$ cat src/rtl/pc_redirect.sv
// Control-flow resolution between decode and the program counter: computes branch/jump
// targets, sequences the post-redirect squash, holds halt after a halting syscall.
module pc_redirect #(
    parameter int WORD_SIZE    = 32,
    parameter int FLUSH_CYCLES = 1,
    parameter int HALT_CODE    = 10
) (
    input  logic                 clk,
    input  logic                 rst,
    input  logic [WORD_SIZE-1:0] pc_cur,
    input  logic                 id_valid,
    input  logic                 is_beq,
    input  logic                 is_bne,
    input  logic                 is_j,
    input  logic                 is_jal,
    input  logic                 is_jr,
    input  logic                 is_syscall,
    input  logic [WORD_SIZE-1:0] rs_val,
    input  logic [WORD_SIZE-1:0] rt_val,
    input  logic [WORD_SIZE-1:0] v0_val,
    input  logic [15:0]          imm16,
    input  logic [25:0]          target26,
    input  logic                 resume,
    output logic                 pc_bj,
    output logic [WORD_SIZE-1:0] pc_target,
    output logic                 halt,
    output logic                 flush,
    output logic                 link_we,
    output logic [WORD_SIZE-1:0] link_addr,
    output logic [31:0]          branch_count
);

    typedef enum logic [1:0] {
        ST_RUN    = 2'd0,
        ST_FLUSH  = 2'd1,
        ST_HALTED = 2'd2
    } state_t;

    function automatic logic [WORD_SIZE-1:0] sign_ext16(input logic [15:0] v);
        return {{(WORD_SIZE-16){v[15]}}, v};
    endfunction

    state_t                 state_r, state_s;
    logic [3:0]             flush_cnt_r, flush_cnt_s;
    logic                   halt_r, flush_r, link_we_r;
    logic [WORD_SIZE-1:0]   link_addr_r;
    logic [31:0]            count_r;

    logic [WORD_SIZE-1:0]   pc1_s;
    logic                   accept_s, halt_req_s, take_s, link_s;

    assign pc1_s      = pc_cur + {{(WORD_SIZE-1){1'b0}}, 1'b1};
    assign accept_s   = id_valid && (state_r == ST_RUN) && !rst;
    assign halt_req_s = accept_s && is_syscall && (v0_val == WORD_SIZE'(HALT_CODE));

    // Decode priority and target selection: syscall > jr > j/jal > beq/bne.
    always_comb begin
        take_s    = 1'b0;
        link_s    = 1'b0;
        pc_target = pc1_s;
        if (rst) begin
            pc_target = {WORD_SIZE{1'b0}};
        end else if (accept_s && !is_syscall) begin
            if (is_jr) begin
                take_s    = 1'b1;
                pc_target = {2'b00, rs_val[WORD_SIZE-1:2]};
            end else if (is_j || is_jal) begin
                take_s    = 1'b1;
                link_s    = is_jal;
                pc_target = {pc1_s[WORD_SIZE-1:26], target26};
            end else if ((is_beq && (rs_val == rt_val)) || (is_bne && (rs_val != rt_val))) begin
                take_s    = 1'b1;
                pc_target = pc1_s + sign_ext16(imm16);
            end else begin
                take_s    = 1'b0;
            end
        end else begin
            take_s = 1'b0;
        end
        pc_bj = take_s;
    end

    // Next-state logic for the RUN / FLUSH / HALTED sequencer.
    always_comb begin
        state_s     = state_r;
        flush_cnt_s = flush_cnt_r;
        case (state_r)
            ST_RUN: begin
                if (halt_req_s) begin
                    state_s = ST_HALTED;
                end else if (take_s) begin
                    state_s     = ST_FLUSH;
                    flush_cnt_s = 4'(FLUSH_CYCLES - 1);
                end else begin
                    state_s = ST_RUN;
                end
            end
            ST_FLUSH: begin
                if (flush_cnt_r == 4'd0) begin
                    state_s = ST_RUN;
                end else begin
                    flush_cnt_s = flush_cnt_r - 4'd1;
                end
            end
            ST_HALTED: begin
                if (resume) begin
                    state_s = ST_RUN;
                end else begin
                    state_s = ST_HALTED;
                end
            end
            default: begin
                state_s     = ST_RUN;
                flush_cnt_s = 4'd0;
            end
        endcase
    end

    // State, registered outputs and the saturating redirect counter.
    always_ff @(posedge clk) begin
        if (rst) begin
            state_r     <= ST_RUN;
            flush_cnt_r <= 4'd0;
            halt_r      <= 1'b0;
            flush_r     <= 1'b0;
            link_we_r   <= 1'b0;
            link_addr_r <= {WORD_SIZE{1'b0}};
            count_r     <= 32'd0;
        end else begin
            state_r     <= state_s;
            flush_cnt_r <= flush_cnt_s;
            halt_r      <= (state_s == ST_HALTED);
            flush_r     <= (state_s == ST_FLUSH);
            link_we_r   <= take_s && link_s;
            if (take_s && link_s) begin
                link_addr_r <= pc1_s;
            end
            if (take_s && (count_r != 32'hFFFF_FFFF)) begin
                count_r <= count_r + 32'd1;
            end
        end
    end

    assign halt         = halt_r;
    assign flush        = flush_r;
    assign link_we      = link_we_r;
    assign link_addr    = link_addr_r;
    assign branch_count = count_r;

endmodule

$ cat config.mk
export PLATFORM = sky130hd
export DESIGN_NAME = pc_redirect
export DESIGN_NICKNAME = d
export VERILOG_FILES = /design/src/rtl/pc_redirect.sv
export SDC_FILE = /design/constraint.sdc
export NUM_CORES = 1
export LEC_CHECK = 0
export BUFFER_PORTS_ARGS = -buffer_cell sky130_fd_sc_hd__buf_2
export CAP_MARGIN = 15
export CORE_UTILIZATION = 47
export CTS_BUF_LIST = sky130_fd_sc_hd__clkbuf_8
export DETAILED_ROUTE_END_ITERATION = 8
export GPL_TIMING_DRIVEN = 0
export HOLD_SLACK_MARGIN = 0.05
export PLACE_DENSITY = 0.8
export SLEW_MARGIN = 20
export SYNTH_ARGS = -nofsm -noshare
export SYNTH_HDL_FRONTEND = slang
export SYNTH_SLANG_ARGS = --single-unit
$ cat constraint.sdc
create_clock -name clk -period 4.55 [get_ports clk]
set_clock_uncertainty 0.15 [all_clocks]
set_input_delay 0.6825 -clock clk [delete_from_list [all_inputs] [get_ports clk]]
set_output_delay 0.6825 -clock clk [all_outputs]
set_load 0.03 [all_outputs]
==> impl_metrics.tcl, run 1 <==
set metrics [dict create \
    finalWeightedCongestion 1.033 \
    synth-seq-cells 73 \
    antenna_found_initial 2 \
    powerDensity_nw_per_um2 194.1 \
    worst_slew_pin_slew_ns 0.8891 \
    nets 1551 \
    finalHoldViolations 0 \
    clockBufferDepth 2 \
    coreArea_um2 15200 \
    synth_top_area_share_pct 20.00 \
    drv_slew 0 \
    routed_wirelength_um 34710 \
    syn_nets 1207 \
    power.leakage_nw 4.658 \
    vias 9768 \
    ctsHtreeMaxLevel 3 \
    synthArstFlopShare_pct 0 \
    path_clk_slew_ns 0.07 \
    numCtsBuffers 9 \
    hold_class "flip-flop to flip-flop" \
    peakVddDrop_mv 0.1399 \
    hpwl_um 24920 \
    grt_pass1_wl_um 50920 \
    rsz0062_at_grt "yes" \
    wl_met3_um 4159 \
    via_per_inst 6.418 \
    top_layer "met4" \
    critPathSlowestCell "a211oi_2" \
    wl_per_cell_um 22.81 \
    die_area_um2 16050 \
    max_stage_delay_ns 0.28 \
    cts.sinks 73 \
    clk_latency_ns 0.36 \
    setup_violations 21 \
    register_area_um2 1461 \
    dp.cells 1450 \
    route.detailed.drc 0 \
    ant_nets 0 \
    period_share_pct 111.8 \
    cts_tree "built" \
    ys_seq_area_share_pct 20.00 \
    track_usage_pct 41.51 \
    max_slew_margin_pct 40.72 \
    pre_cts_slack_ns -1.232 \
    cts-root-buf "clkbuf_8" \
    drive_gt1_share_pct 39.23 \
    dr.pass1.iters 5 \
    cpMostUsedCell "buf_8" \
    synth_flop_cell "dfxtp_1" \
    violations "setup timing" \
    initial_core_util_pct 48.06 \
    min_period_ns 5.087 \
    path_class "input pin to output port" \
    portBuffers 278 \
    cp.required_ns 3.72 \
    placed_area_um2 9029 \
    grt_max_degree 22 \
    syn-cell-area_um2 7306 \
    setup_ws_ns -0.5373 \
    maxCapViolations 0 \
    final_core_util_pct 71.51 \
    startpoint_type "input pin" \
    cp_data_arrival_time_ns 4.25 \
    io_pins 280 \
    tns_ns -6.550 \
    yosysTopAreaCell "dfxtp_1" \
    worstPathCellList "buf_8 -> nand4_1 -> buf_4 -> nor3_4 -> buf_12 -> buf_8 -> and2_4 -> nand2_1 -> xor2_2 -> inv_1 -> ha_4 -> a21o_1 -> a31oi_4 -> o21ai_1 -> and3b_1 -> a211oi_2 -> xor2_1 -> o31ai_1 -> o31a_1 -> buf_6" \
    max_freq_mhz 196.6 \
    overflow 0 \
    fp.dieW_um 126.7 \
    yosys.cell_types.count 78 \
    first_global_vias 9199 \
    worst-path-max-fanout 6 \
    path_buf_inv 6 \
    syn_area_per_cell_um2 7.425 \
    cp_top_family "compound AO/OA/AOI/OAI gates" \
    die_h_um 126.7 \
    fin_cells 1522 \
    synth.most_common_cell "nand2_1" \
    fillerInstances 1193 \
    area_growth_pct 48.81 \
    ys_top_cells_by_area "dfxtp_1 20%, xnor2_1 7.4%, ha_1 7.2%, a21oi_1 4.8%, o21ai_0 4.6%" \
    syn_inst 984 \
    worst_setup_path_end_kind "output port" \
    synth_edf_count 0 \
    fin_area_um2 10870 \
    status "complete, but fails checks" \
    num_rows 45 \
    yosys_warnings 0 \
    met1_length_um 12550 \
    hold_buffers 0 \
    dr_wl_met2_um 15660 \
    ys_top_cells_by_count "86 x nand2_1, 74 x nor2_1, 73 x dfxtp_1" \
    multiInputGateArea_um2 6571 \
    dr.first_iter.drc_count 1077 \
]
==> final cells by class <==
type / count / area share, %
antenna: 1 / 0.02302
buffer: 46 / 2.037
clock buffer: 11 / 1.393
clock inverter: 5 / 0.2072
inverter: 41 / 1.416
multi-input combinational: 818 / 60.44
sequential: 73 / 13.44
tap: 188 / 2.164
timing repair buffer: 339 / 18.87
==> cell usage in the layout, fill, tap and decap left out, types with 30 or more instances in the layout <==
master,instances
a21oi_1,59
inv_1,38
nand2_1,80
o21ai_0,56
buf_4,62
nand3_1,30
xnor2_1,46
dfxtp_1,73
buf_2,256
nor2_1,69
==> cells by family after synthesis <==
family	synth area share, %
buffers and inverters	5.309
muxes	3.168
adders and majority gates	7.467
AOI/OAI and AO/OA	24.56
DFF	20.00
and+or+nand+nor	28.82
xor gates and xnor gates	10.67
==> state kept, by name, summed over array words and instances (netlist names) <==
name,flops
flush_cnt_r,4
branch_count,32
flush,1
state_r,2
link_addr,32
halt,1
link_we,1
==> power breakdown <==
group          internal, W  switching, W  total, W  leakage, nW
sequential        0.000646    0.00000552  0.000651        0.589
combinational     0.000414      0.000585  0.000999         3.97
clock             0.000221      0.000239  0.000460        0.101
==> worst paths after layout <==
| path | slack (ns) | depth (start not counted) | from | to |
|---|---|---|---|---|
| worst min register to register | 0.31 | 2 | link_addr[3]$_SDFFE_PP0P_ | link_addr[3]$_SDFFE_PP0P_ |
| worst min-delay path | 0.31 | 2 | link_addr[3]$_SDFFE_PP0P_ | link_addr[3]$_SDFFE_PP0P_ |
| worst max-delay path | -0.54 | 20 | pc_cur[2] | pc_target[31] |
| worst max register to register | 0.83 | 9 | state_r[0]$_SDFF_PP0_ | link_addr[20]$_SDFFE_PP0P_ |
==> routing by layer <==
layer / track usage [%] / vias up
li1: - / 4321
met1: 49.33 / 4533
met2: 68.80 / 739
met3: 9.363 / 175
met4: 24.51 / 0
met5: 0 / -
==> worst min-delay path: cells and delay by family, from the launching register on <==
kind / cells / cell delay [ns]
AND/OR/NAND/NOR: 1 / 0.05
AO/OA/AOI/OAI: 1 / 0.05
flip-flops: 1 / 0.31
==> per-stage QoR <==
step | hold slack, ns | power (W)
CTS | 0.3084 | 0.001975
detailed placement | 0.2986 | 0.001402
finish | 0.3083 | 0.002110
floorplan | 0.3198 | 0.001130
global placement | 0.2893 | 0.001404
global route | 0.3409 | 0.002184
==> what timing repair did <==
action                                  CTS  global route
pin swaps                                59            56
resized for setup                       152            94
endpoints found under the setup margin   30            30
buffers inserted                         44            19
Note: power is estimated with default switching activity, not from simulation.
==> inputs of run 2 (changes only) <==
--- a/config.mk
+++ b/config.mk
@@ -5,7 +5,8 @@
 export SDC_FILE = /design/constraint.sdc
 export NUM_CORES = 1
 export LEC_CHECK = 0
-export BUFFER_PORTS_ARGS = -buffer_cell sky130_fd_sc_hd__buf_2
+export ABC_CLOCK_PERIOD_IN_PS = 4550
+export BUFFER_PORTS_ARGS = -buffer_cell sky130_fd_sc_hd__buf_4
 export CAP_MARGIN = 15
 export CORE_UTILIZATION = 47
 export CTS_BUF_LIST = sky130_fd_sc_hd__clkbuf_8
==> impl_metrics.tcl, run 2 (synthesized netlist as in run 1, its figures left out) <==
set metrics [dict create \
    cts.sinks 73 \
    max_freq_mhz 200.6 \
    violations "setup timing" \
    sw_frac_of_total_pct 38.55 \
    overflow 0 \
    nets 1555 \
    dr.pass1.iters 6 \
    antenna_found_initial 0 \
    final_core_util_pct 74.85 \
    initial_core_util_pct 48.06 \
    worstPathCellList "buf_6 -> nand4_1 -> nor3_4 -> buf_6 -> buf_6 -> nand4_1 -> xor2_2 -> inv_2 -> ha_4 -> a211o_1 -> nor4b_2 -> a21boi_4 -> buf_4 -> buf_6 -> nor3b_4 -> nor2_1 -> o31ai_1 -> xnor2_1 -> a41oi_2 -> buf_6" \
    cp_top_family "simple AND/OR/NAND/NOR gates" \
    hpwl_um 25500 \
    die_h_um 126.7 \
    final_common_cell "buf_4" \
    path_clk_slew_ns 0.07 \
    track_usage_pct 41.32 \
    wl_per_cell_um 22.69 \
    maxCapViolations 0 \
    grt_use_met3_pct 7.296 \
    ant_nets 0 \
    cp.required_ns 3.72 \
    fp.dieW_um 126.7 \
    grtUsageMet2_pct 69.16 \
    power_frac_seq_pct 30.8 \
    clkPwrFrac_pct 21.0 \
    setup_violations 18 \
    setup_ws_ns -0.4349 \
    power.leakage_nw 4.759 \
    routed_wirelength_um 34580 \
    path_buf_inv 7 \
    fillerInstances 1148 \
    num_rows 45 \
    max_slew_margin_pct 38.49 \
    startpoint_type "input pin" \
    path_class "input pin to output port" \
    drive_gt1_share_pct 39.37 \
    register_area_um2 1461 \
    multiInputGateArea_um2 6464 \
    first_global_vias 9097 \
    use_met1_pct 49.95 \
    power.share.combinational_pct 48.2 \
    numCtsBuffers 9 \
    cpMostUsedCell "buf_6" \
    layout_common_cells "319 x buf_4, 82 x nand2_1, 73 x dfxtp_1, 68 x nor2_1, 60 x a21oi_1" \
    hold_buffers 0 \
    area_growth_pct 55.75 \
    max_stage_delay_ns 0.35 \
    busiest_layer "met2" \
    finalWeightedCongestion 1.048 \
    worst-path-max-fanout 5 \
    cts-root-buf "clkbuf_8" \
    min_period_ns 4.985 \
    rsz0062_at_grt "yes" \
    peakVddDrop_mv 0.1628 \
    worst_setup_path_end_kind "output port" \
    worst_slew_pin_slew_ns 0.9226 \
    grt_max_degree 22 \
    cp_data_arrival_time_ns 4.15 \
    critPathSlowestCell "a211o_1" \
    finalHoldViolations 0 \
    internal_power_w 0.001301 \
    diodes 0 \
    hold_class "flip-flop to flip-flop" \
    die_area_um2 16050 \
    cts_tree "built" \
    vias 9854 \
    status "complete, but fails checks" \
    route.detailed.drc 0 \
    portBuffers 278 \
    clk_latency_ns 0.36 \
    drv_slew 0 \
    powerDensity_nw_per_um2 186.1 \
    dr.first_iter.drc_count 1153 \
    via_per_inst 6.466 \
    clockBufferDepth 2 \
    coreArea_um2 15200 \
    finalPower_w 0.002118 \
    io_pins 280 \
    ctsHtreeMaxLevel 3 \
    grt_pass1_wl_um 50660 \
    period_share_pct 109.6 \
    switchingPower_w 0.0008162 \
]
run 2: cell count changes in the layout (fill, tap and decap cells not counted), moves of 3 or more:
cell	before	now
buf_2	256	5
ha_2	2	5
nand3_1	30	25
ha_1	29	25
clkbuf_4	3	6
nand3_2	4	9
buf_4	62	319
run 2: area by class of cell:
| class | count | share of cell area (%) |
|---|---|---|
| multi-input combinational | 818 | 56.81 |
| timing repair buffer | 342 | 23.42 |
| sequential | 73 | 12.84 |
| buffer | 47 | 2.078 |
| tap | 188 | 2.067 |
| inverter | 41 | 1.353 |
| clock buffer | 10 | 1.210 |
| clock inverter | 5 | 0.2199 |
run 2: per-stage QoR:
stage	cells	worst slack (ns)	area, µm²	setup TNS [ns]	hold WS [ns]
2_1_floorplan	984	0.003246	7397	0	0.3198
3_3_place_gp	1450	-1.287	9719	-20.51	0.2959
3_5_place_dp	1450	-1.228	9724	-19.44	0.3021
4_1_cts	1498	-0.3892	10860	-2.657	0.3121
5_1_grt	1524	-0.5354	11380	-6.935	0.3375
6_report	1524	-0.4349	11380	-4.510	0.3117
run 2: path summary, 6_finish.rpt:
| path | start | cells after the start | slack [ns] | endpoint |
|---|---|---|---|---|
| worst max-delay path | pc_cur[4] | 20 | -0.43 | pc_target[23] |
| worst min-delay path | link_addr[3]$_SDFFE_PP0P_ | 2 | 0.31 | link_addr[3]$_SDFFE_PP0P_ |
| worst max register to register | state_r[0]$_SDFF_PP0_ | 9 | 0.85 | link_addr[2]$_SDFFE_PP0P_ |
| worst min register to register | link_addr[3]$_SDFFE_PP0P_ | 2 | 0.31 | link_addr[3]$_SDFFE_PP0P_ |
run 2: worst register-to-register path: cells and delay by family, from the launching register on:
kind                   cells  cell delay [ns]
AND/OR/NAND/NOR            5             1.96
buffers and inverters      3             0.84
flip-flops                 1             0.35
AO/OA/AOI/OAI              1             0.28
run 2: power groups by stage:
stage | clock, W | sequential (W) | combinational, W
2_1_floorplan | 0 | 0.000678 | 0.000452
3_3_place_gp | 0 | 0.000666 | 0.000799
3_5_place_dp | 0 | 0.000666 | 0.000802
4_1_cts | 0.000446 | 0.000651 | 0.000907
5_1_grt | 0.000474 | 0.000652 | 0.00106
6_report | 0.000445 | 0.000651 | 0.00102
run 2: layer usage:
metal / up-vias / routed length, µm
met5: - / 0
met4: 0 / 2154
met3: 159 / 3662
met2: 735 / 15870
met1: 4621 / 12890
li1: 4339 / -
run 2: repair_timing:
item / CTS / global route
pin swaps: 50 / 60
gates resized for setup: 128 / 74
setup buffers: 38 / 27
setup endpoints to repair: 29 / 33
==> inputs of run 3 (changes only) <==
--- a/config.mk
+++ b/config.mk
@@ -5,15 +5,15 @@
 export SDC_FILE = /design/constraint.sdc
 export NUM_CORES = 1
 export LEC_CHECK = 0
+export ABC_AREA = 1
 export ABC_CLOCK_PERIOD_IN_PS = 4550
 export BUFFER_PORTS_ARGS = -buffer_cell sky130_fd_sc_hd__buf_4
 export CAP_MARGIN = 15
-export CORE_UTILIZATION = 47
+export CORE_UTILIZATION = 30
 export CTS_BUF_LIST = sky130_fd_sc_hd__clkbuf_8
 export DETAILED_ROUTE_END_ITERATION = 8
 export GPL_TIMING_DRIVEN = 0
 export HOLD_SLACK_MARGIN = 0.05
-export PLACE_DENSITY = 0.8
 export SLEW_MARGIN = 20
 export SYNTH_ARGS = -nofsm -noshare
 export SYNTH_HDL_FRONTEND = slang
==> impl_metrics.tcl, run 3 <==
set metrics [dict create \
    status "finished clean" \
    grt_pass1_wl_um 60650 \
    worst_slew_pin_slew_ns 1.041 \
    max_freq_mhz 224.4 \
    dr.first_iter.drc_count 762 \
    via_per_inst 5.224 \
    diodes 0 \
    synth_edf_count 0 \
    route.detailed.drc 0 \
    vias 10818 \
    ys_seq_area_share_pct 17.74 \
    worst_setup_path_end_kind "output port" \
    power.leakage_nw 5.433 \
    first_global_vias 10326 \
    die_h_um 167.7 \
    finalWeightedCongestion 0.9948 \
    synth_top_area_share_pct 17.86 \
    cp_data_arrival_time_ns 3.62 \
    synth.most_common_cell "nand2_1" \
    ctsHtreeMaxLevel 3 \
    setup_violations 0 \
    num_rows 60 \
    ys_top_cells_by_count "392 x nand2_1, 155 x nor2_1, 133 x inv_1" \
    dr.pass1.iters 5 \
    period_share_pct 97.94 \
    layout_common_cells "351 x nand2_1, 299 x buf_4, 133 x nor2_1, 124 x inv_1, 101 x a21oi_1" \
    track_usage_pct 28.64 \
    coreArea_um2 26950 \
    syn-cell-area_um2 8238 \
    antenna_found_initial 1 \
    hold_buffers 0 \
    max_slew_margin_pct 30.36 \
    cts_tree "built" \
    rsz0062_at_grt "yes" \
    cts.sinks 73 \
    drv_slew 0 \
    ant_nets 0 \
    numCtsBuffers 9 \
    yosys.cell_types.count 49 \
    portBuffers 279 \
    syn_inst 1406 \
    power.share.combinational_pct 46.9 \
    sw_frac_of_total_pct 41.20 \
    hpwl_um 34270 \
    powerDensity_nw_per_um2 179.9 \
    finalPower_w 0.002208 \
    wl_per_cell_um 19.92 \
    setup_ws_ns 0.09365 \
    fp.dieW_um 167.7 \
    yosysTopAreaCell "nand2_1" \
    synthArstFlopShare_pct 0 \
    synth-seq-cells 73 \
    peakVddDrop_mv 0.1164 \
    overflow 0 \
    syn_nets 1629 \
    path_class "input pin to output port" \
    die_area_um2 28130 \
    hold_class "flip-flop to flip-flop" \
    min_period_ns 4.456 \
    synth_flop_cell "dfxtp_1" \
    power_frac_seq_pct 29.5 \
    internal_power_w 0.001298 \
    nets 1949 \
    path_clk_slew_ns 0.08 \
    switchingPower_w 0.0009096 \
    finalHoldViolations 0 \
    final_common_cell "nand2_1" \
    area_growth_pct 48.95 \
    maxCapViolations 0 \
    cts-root-buf "clkbuf_8" \
    cp.required_ns 3.72 \
    worst-path-max-fanout 4 \
    startpoint_type "input pin" \
    grt_max_degree 23 \
    fillerInstances 2883 \
    clk_latency_ns 0.37 \
    clockBufferDepth 2 \
    drive_gt1_share_pct 31.39 \
    initial_core_util_pct 30.57 \
    ys_top_cells_by_area "nand2_1 18%, dfxtp_1 18%, a21oi_1 7.2%, nor2_1 7.1%, ha_1 6.4%" \
    routed_wirelength_um 41250 \
    pre_cts_slack_ns -0.6370 \
    clkPwrFrac_pct 23.6 \
    yosys_warnings 0 \
    syn_area_per_cell_um2 5.859 \
    io_pins 280 \
]
## run 3: worst paths after layout
kind | from | to | slack [ns] | cells after the start
max | pc_cur[0] | pc_target[15] | 0.09 | 22
min | link_addr[30]$_SDFFE_PP0P_ | link_addr[30]$_SDFFE_PP0P_ | 0.34 | 2
max reg2reg | branch_count[0]$_SDFFE_PP0P_ | branch_count[20]$_SDFFE_PP0P_ | 2.03 | 12
min reg2reg | link_addr[30]$_SDFFE_PP0P_ | link_addr[30]$_SDFFE_PP0P_ | 0.34 | 2
## run 3: final cells by class
cell class,count,area (µm²),share of cell area (%)
buffer,43,201.4,1.642
clock buffer,9,123.9,1.009
clock inverter,6,67.56,0.5506
inverter,144,548.0,4.466
multi-input combinational,1146,7061,57.54
sequential,73,1461,11.91
tap,341,426.7,3.477
timing repair buffer,309,2381,19.40
## run 3: power by group through the flow
stage	Combinational, W	Sequential (W)	Clock (W)
after CTS	0.000927	0.000652	0.000529
after detailed placement	0.000863	0.000667	0
after global placement	0.000865	0.000667	0
final	0.00104	0.000652	0.000521
after floorplan	0.000454	0.000679	0
after global routing	0.00111	0.000652	0.000558
## run 3: metal layers
layer	routed length (µm)	vias to the layer above	part of all wire (%)	track usage (%)
met5	0	-	0	0
met4	1782	0	4.3	10.93
met3	2848	88	6.9	5.838
met2	18410	445	45	45.98
met1	18210	4996	44	37.54
li1	-	5289	-	-
## run 3: cell families (layout without fill, tap and decap cells)
logic type	Yosys count	in the layout	share of synthesized area [%]
AND/OR/NAND/NOR	768	768	40.99
buffers and inverters	187	511	9.007
adder cells (fa/ha/maj)	43	43	6.622
XOR/XNOR	85	85	9.310
flip-flops	73	73	17.74
AO/OA/AOI/OAI	250	250	16.33
## run 3: what timing repair did
action	4_1_cts	5_1_grt
hold endpoints to repair	0	0
pin swaps	19	50
resized for setup	108	153
buffers inserted	10	20
endpoints found under the setup margin	23	23
## run 3: through the flow
step | util (%) | area [µm²] | cells | hold WS [ns] | TNS, ns
6_report | 45.53 | 12270 | 2071 | 0.3385 | 0
5_1_grt | 45.53 | 12270 | 2071 | 0.3507 | -0.1816
4_1_cts | 42.68 | 11500 | 2051 | 0.3389 | 0
3_5_place_dp | 39.92 | 10760 | 2026 | 0.3226 | -9.585
3_3_place_gp | 39.92 | 10760 | 2026 | 0.3202 | -9.756
2_1_floorplan | - | 8238 | 1406 | 0.3260 | 0
## run 3: worst max-delay path, cell delays in order
cell,delay (ns)
buf_8,0.09
ha_4,0.14
nand2_2,0.05
inv_2,0.07
nand2_4,0.06
inv_4,0.07
nand3_4,0.10
nor2_2,0.22
xor2_2,0.15
ha_2,0.42
nand2_1,0.22
o21ai_2,0.25
inv_1,0.05
nand2_1,0.09
inv_1,0.04
nand2_1,0.09
xor2_1,0.21
nand2_1,0.10
nand3_1,0.09
nand2_1,0.06
a21boi_0,0.15
buf_4,0.20
